--- src/rtl/ps2_host_tx.sv ---
// ps2_host_tx: PS/2 host-to-device transmitter sending one byte with open-drain line control
//   CLK, reset               : system clock, synchronous active-high reset
//   PS2_CLK, PS2_DATA        : sensed PS/2 lines (asynchronous to CLK)
//   oPS2_CLK_OE, oPS2_DATA_OE: 1 = pull the line low, 0 = release it
//   iData, iStart            : byte to send and single-cycle request, accepted only in IDLE
//   oBusy, oDone, oErr       : transfer in progress, one-cycle completion pulse, NACK/timeout flag
module ps2_host_tx #(
  parameter int INHIBIT_CYCLES = 5000,
  parameter int TIMEOUT_CYCLES = 1000000,
  parameter int TMR_W = 20
) (
  input  logic       CLK,
  input  logic       reset,
  input  logic       PS2_CLK,
  input  logic       PS2_DATA,
  output logic       oPS2_CLK_OE,
  output logic       oPS2_DATA_OE,
  input  logic [7:0] iData,
  input  logic       iStart,
  output logic       oBusy,
  output logic       oDone,
  output logic       oErr
);
  typedef enum logic [2:0] {IDLE, INHIBIT, SEND, ACK, WAIT_IDLE} state_t;
  localparam logic [TMR_W-1:0] INH_LAST = TMR_W'(INHIBIT_CYCLES - 1);
  localparam logic [TMR_W-1:0] TO_LAST = TMR_W'(TIMEOUT_CYCLES - 1);
  state_t state, state_nxt;
  logic [1:0] clk_sync, data_sync;
  logic clk_prev;
  logic fe, line_idle, inh_done, watched, timeout;
  logic [TMR_W-1:0] tmr;
  logic [3:0] bitcnt;
  logic [9:0] shreg;
  logic ack_ok;
  logic clk_oe_nxt, data_oe_nxt, busy_nxt, done_nxt, err_nxt;
  assign fe = clk_prev & ~clk_sync[1];
  assign line_idle = clk_sync[1] & data_sync[1];
  assign inh_done = tmr == INH_LAST;
  assign watched = state inside {SEND, ACK, WAIT_IDLE};
  // a device edge in the same cycle proves the device is alive, so it beats the watchdog
  assign timeout = watched && !fe && tmr == TO_LAST;
  always_ff @(posedge CLK) begin
    if (reset) begin
      state <= IDLE;
      clk_sync <= 2'b11;
      data_sync <= 2'b11;
      clk_prev <= 1'b1;
      tmr <= '0;
      bitcnt <= '0;
      shreg <= '0;
      ack_ok <= 1'b0;
      oPS2_CLK_OE <= 1'b0;
      oPS2_DATA_OE <= 1'b0;
      oBusy <= 1'b0;
      oDone <= 1'b0;
      oErr <= 1'b0;
    end else begin
      state <= state_nxt;
      clk_sync <= {clk_sync[0], PS2_CLK};
      data_sync <= {data_sync[0], PS2_DATA};
      clk_prev <= clk_sync[1];
      // one counter serves as inhibit timer and as inter-edge watchdog
      tmr <= ((state == INHIBIT && !inh_done) || (watched && !fe)) ? tmr + TMR_W'(1) : '0;
      bitcnt <= state != SEND ? 4'd0 : fe ? bitcnt + 4'd1 : bitcnt;
      // frame bits after the start bit, LSB first: D0..D7, odd parity, stop
      shreg <= (state == IDLE && iStart) ? {1'b1, ~^iData, iData} :
               (state == SEND && fe) ? {1'b0, shreg[9:1]} : shreg;
      ack_ok <= (state == ACK && fe) ? ~data_sync[1] : ack_ok;
      oPS2_CLK_OE <= clk_oe_nxt;
      oPS2_DATA_OE <= data_oe_nxt;
      oBusy <= busy_nxt;
      oDone <= done_nxt;
      oErr <= err_nxt;
    end
  end
  always_comb begin
    state_nxt = state;
    case (state)
      IDLE:      state_nxt = iStart ? INHIBIT : IDLE;
      INHIBIT:   state_nxt = inh_done ? SEND : INHIBIT;
      SEND:      state_nxt = (fe && bitcnt == 4'd9) ? ACK : timeout ? IDLE : SEND;
      ACK:       state_nxt = fe ? WAIT_IDLE : timeout ? IDLE : ACK;
      WAIT_IDLE: state_nxt = (line_idle || timeout) ? IDLE : WAIT_IDLE;
      default:   state_nxt = IDLE;
    endcase
  end
  always_comb begin
    clk_oe_nxt = (state == IDLE && iStart) || (state == INHIBIT && !inh_done);
    // start bit goes low in the same update that releases the clock
    data_oe_nxt = state == INHIBIT ? inh_done :
                  (state == SEND && !timeout) ? (fe ? ~shreg[0] : oPS2_DATA_OE) : 1'b0;
    busy_nxt = state_nxt != IDLE;
    done_nxt = state != IDLE && state_nxt == IDLE;
    err_nxt = done_nxt && !(state == WAIT_IDLE && line_idle && ack_ok);
  end
endmodule

--- config.mk ---
export PLATFORM = sky130hd
export DESIGN_NAME = ps2_host_tx
export DESIGN_NICKNAME = d
export VERILOG_FILES = /design/src/rtl/ps2_host_tx.sv
export SDC_FILE = /design/constraint.sdc
export NUM_CORES = 1
export LEC_CHECK = 0
export BUFFER_PORTS_ARGS = -buffer_cell sky130_fd_sc_hd__buf_2
export CAP_MARGIN = 20
export CORE_MARGIN = 2
export CORE_UTILIZATION = 50
export DETAILED_ROUTE_END_ITERATION = 6
export PLACE_DENSITY = 0.73
export SLEW_MARGIN = 30
export SYNTH_ARGS = -nofsm -noshare
export SYNTH_HDL_FRONTEND = slang
export SYNTH_SLANG_ARGS = --single-unit
--- constraint.sdc ---
create_clock -name CLK -period 2.7 [get_ports CLK]
set_input_delay 0.405 -clock CLK [delete_from_list [all_inputs] [get_ports CLK]]
set_output_delay 0.405 -clock CLK [all_outputs]
set_load 0.05 [all_outputs]
Word level (Yosys, flattened, before mapping)
Index checks and enable logic that the tools add are counted.

Output and inout port bits: 5. Flip-flop bits (word level): 48. Bits of input ports: 13. Logic and storage cells: 71.

Add/sub/neg operators: 2. Reduce and logical (&&, ||, !) cells: 28. Equality and inequality tests: 9. Bitwise gates (word level): 6. Multiplexer cells: 13.

Operator list (number): adder 20 x 1 -> 20 bit, second input constant (1); == test 20 x 13 -> 1 bit, second input constant (1); == test 20 bit, second input constant (1); 2-to-1 mux 10 bit (2); case mux 3 bit (5 select lines) (1); logical AND 1 bit (12); nonzero test 3 bit (3); 2-to-1 mux 2 bit (4); XNOR reduction 8 bit (1); == test 3 x 2 -> 1 bit, second input constant (2); zero test 3 bit (2); 2-to-1 mux 3 bit (2); adder 4 x 1 -> 4 bit, second input constant (1); == test 4 bit, second input constant (1); zero test 1 bit (4); 2-to-1 mux 1 bit (4); NOT 1 bit (4); OR reduction 2 bit (2); == test 3 x 1 -> 1 bit, second input constant (1); == test 3 bit, second input constant (1); logical OR 1 bit (3); != test 3 x 2 -> 1 bit, second input constant (1); != test 3 bit, second input constant (1); AND 1 bit (2); nonzero test 2 bit (1).

Logic depth before layout (Yosys ltp)
Word-level depth: 11. Mapped depth: 7. Gate-level depth less buffers: 6.

Worst setup path before layout
No wires, ideal clock.

Kind: register to register. Start: reg tmr[13]. End: reg tmr[5]. Arrival time: 1.544 ns. Required time: 2.585 ns. Stages on the path, launching flop included: 7. Library setup time: 0.115 ns. Setup slack: 1.041 ns. Period minus slack after synthesis: 1.659 ns. Cells stage by stage: dfxtp_1 > or4_1 > nor2_2 > nand4_2 > a31oi_4 > buf_6 > nor2_2.

Longest elaborated chain between the ends: 6.

RTL lines: start, declared (line 31) `logic [TMR_W-1:0] tmr;`; start signal, assigned (line 63) `tmr <= ((state == INHIBIT && !inh_done) || (watched && !fe)) ? tmr + TMR_W'(1) : '0;`; == test 20 x 13 -> 1 bit (line 38) `assign inh_done = tmr == INH_LAST;`; zero test 1 bit (line 63); logical AND 1 bit (line 63); logical OR 1 bit (line 63); NOT 1 bit (no line); OR reduction 2 bit (no line).

Every way passes these cells. A chain may end at the register's enable or synchronous reset.

Worst setup path after layout
Start: reg tmr[13]. End: reg tmr[15].

Longest elaborated chain between the ends: 6. Elaborated cells on any way between the ends: 7. Classes of those cells: add/sub: 1; eq/ne: 1; bitwise: 1; reduce/logical: 4.

RTL lines: branches (longest 6 deep; another with adder 20 x 1 -> 20 bit).

Parallel ways; which one is timed is not known.

==> flow_summary_export.csv <==
group,metric,value,unit
finish,syn2layout_area_growth,10.9,%
clock_tree,cts-htree-levels,2,
critical_path,worst-path-max-fanout,20,
clock_tree,clk_pin_slew,0.09,ns
run,maxCapViolCount,0,
drt,vias_per_cell,5.29,
clock_tree,cts_tree,"built",
clock_tree,clock_latency,0.29,ns
clock_tree,postCtsHoldBufs,0,
logic_synthesis,synth_cells,238,
critical_path,path_class,"register to register",
floorplanning,floorplan.initialDensity,52.6,%
timing,finalHoldViolCount,0,
timing,fin_skew,0.00874,ns
min_path,hold_path.class,"input port to register",
clock_tree,cts_resized,0,
logic_synthesis,synthesis.nets,254,
logic_synthesis,synth_edf_count,0,
timing,fin_crit_sh,75.5,%
place,dpl.hpwl,2680,um
logic_synthesis,avgSynthCellArea,8.97,um^2
grt,grt_pass1_vias,1497,
clock_tree,cts_buffers,5,
clock_tree,clock_sinks,48,
drt,drt_iter0_drc,65,
logic_synthesis,postSynth.asyncResetShare,0,%
logic_synthesis,ys_seq_area_share,45.0,%
floorplanning,die_x,69.4,um
floorplanning,core-area,4060,um^2
logic_synthesis,synth_commonest_cells,"dfxtp_1 (48), nand2_1 (31), nor2_1 (30), xor2_1 (15), xnor2_1 (13)",
drt,wire_per_inst,12.2,um
logic_synthesis,yosysTopAreaCellShare,45.0,%
critical_path,cp.required,2.85,ns
timing,drv_slew,0,
place,pre_cts_slack,0.650,ns
drt,drc,0,
clock_tree,cts_setup_buffers,0,
critical_path,ff2ff_setup_slack,0.66,ns
logic_synthesis,yosysWarnings,0,
logic_synthesis,syn-cell-area,2140,um^2
floorplanning,io_pins,18,
critical_path,crit_path_end_kind,"register",
critical_path,cp.arrival,2.19,ns
logic_synthesis,yosysTopAreaCell,"dfxtp_1",
finish,diodes,0,
timing,setup_tns,0,ns
drt,vias,1625,
grt,grt_overflow,0,
drt,ant_nets,0,
floorplanning,placementRows,23,
timing,max_clock_freq,491,MHz
clock_tree,clockBufferDepth,2,
power_and_ir_drop,leakagePower,0.000833,uW
timing,timing.final.ws_setup,0.661,ns
timing,timing.final.crit_period,2.04,ns
finish,final_area,2370,um^2
floorplanning,design.die.area,4810,um^2
timing,finalSetupViolCount,0,
place,gp_congestion,0.762,
power_and_ir_drop,irDropWorstVdd,0.448,mV
clock_tree,cts_root_buffer,"clkbuf_8",
drt,wirelength,3730,um
logic_synthesis,synth_area_leaders,"dfxtp_1 (45%), xor2_1 (6.2%), nand2_1 (5.4%)",
power_and_ir_drop,power.density,570,nW/um^2
grt,grt_pass1_wl,6490,um
timing,worstMarginPinSlew,0.739,ns
logic_synthesis,synth.most_common_cell,"dfxtp_1",
critical_path,startpoint_type,"register",
finish,utilization,58.4,%
timing,relSlewSlack,50.4,%
logic_synthesis,synth_ff_type,"dfxtp_1",
finish,drive_gt1_share,18.7,%
timing,rsz0062_at_grt,"no",
logic_synthesis,ys_seq_elements,48,
logic_synthesis,synth.distinct_cells,40,
grt,grtUsageTotal,16.2,%
drt,dr.pass1.iters,4,
finish,fillers,368,
place,numPortBuffers,17,
floorplanning,fp.dieH,69.4,um
finish,finalNetCount,272,
grt,antenna_found_initial,0,
grt,grt_max_degree,22,
outcome,status,"complete, no violations",
place,placed_area,2260,um^2
[placed cells by master, fill, tap and decap left out, types with 3 or more instances in the layout]
cell type  synthesis  routed
dfxtp_1           48      48
nand2_1           31      31
nor2_1            30      30
buf_2              0      17
xor2_1            15      15
xnor2_1           13      13
nand3_1           11      11
nor2_2            10      10
a311oi_1           8       8
a21oi_1            7       7
nor3_1             5       5
nand4_1            5       5
or2_2              5       5
clkbuf_8           0       5
and4_1             3       3
ha_1               3       3
buf_4              0       3
[logic make-up after synthesis]
kind of cell             count (synthesis)  synth area share (%)
buffers and inverters                   11                  2.64
XOR/XNOR                                28                  11.5
adder cells (fa/ha/maj)                  3                  1.76
flip-flops                              48                  45.0
AND/OR/NAND/NOR                        124                  30.2
AO/OA/AOI/OAI                           24                  8.96
[where the power goes]
part           switching (uW)  leakage, uW  internal (uW)  total [uW]
clock network             229    0.0000541            274         503
registers                12.3     0.000391            729         742
logic                    62.6     0.000387           43.3         106
[state kept, by name, summed over array words and instances, names as in the netlist]
signal,flops
oDone,1
tmr,20
shreg,10
clk_prev,1
oErr,1
oPS2_DATA_OE,1
data_sync,2
clk_sync,2
ack_ok,1
oPS2_CLK_OE,1
oBusy,1
bitcnt,4
state,3
[critical path: stages, from the launching register on]
cell and delay, ns:
dfxtp_1 0.34, or4_1 0.54, nor2_2 0.13, nand4_2 0.15
a31oi_4 0.63, nor2_1 0.12
[routing by layer]
metal / vias up / global-route usage, % / routed length, um
li1: 853 / - / -
met1: 741 / 23.0 / 1910
met2: 27 / 24.1 / 1650
met3: 4 / 3.63 / 130
met4: 0 / 5.88 / 42
met5: - / 0 / 0
[final timing paths]
| check | from | endpoint | cells after the start |
|---|---|---|---|
| max reg2reg | tmr[13] | tmr[15] | 5 |
| min | PS2_DATA | data_sync[0] | 2 |
| max | tmr[13] | tmr[15] | 5 |
| min reg2reg | clk_sync[0] | clk_sync[1] | 1 |
[final cells by class]
| class | instances | area (um^2) | area share [%] |
|---|---|---|---|
| clock inverters | 3 | 42.5 | 1.80 |
| clock buffers | 5 | 68.8 | 2.91 |
| repair buffers | 20 | 108 | 4.54 |
| multi-input cells | 179 | 1120 | 47.2 |
| well taps | 50 | 62.6 | 2.64 |
| inverters | 2 | 7.51 | 0.317 |
| flip-flops and latches | 48 | 961 | 40.6 |
[per-stage QoR]
step / hold WS (ns) / cells / total power (uW)
final: 0.290 / 307 / 1350
after CTS: 0.286 / 307 / 1360
after detailed placement: 0.398 / 299 / 864
after global routing: 0.288 / 307 / 1400
after global placement: 0.391 / 299 / 863
after floorplan: 0.389 / 238 / 839
(Power assumes the default switching activity.)
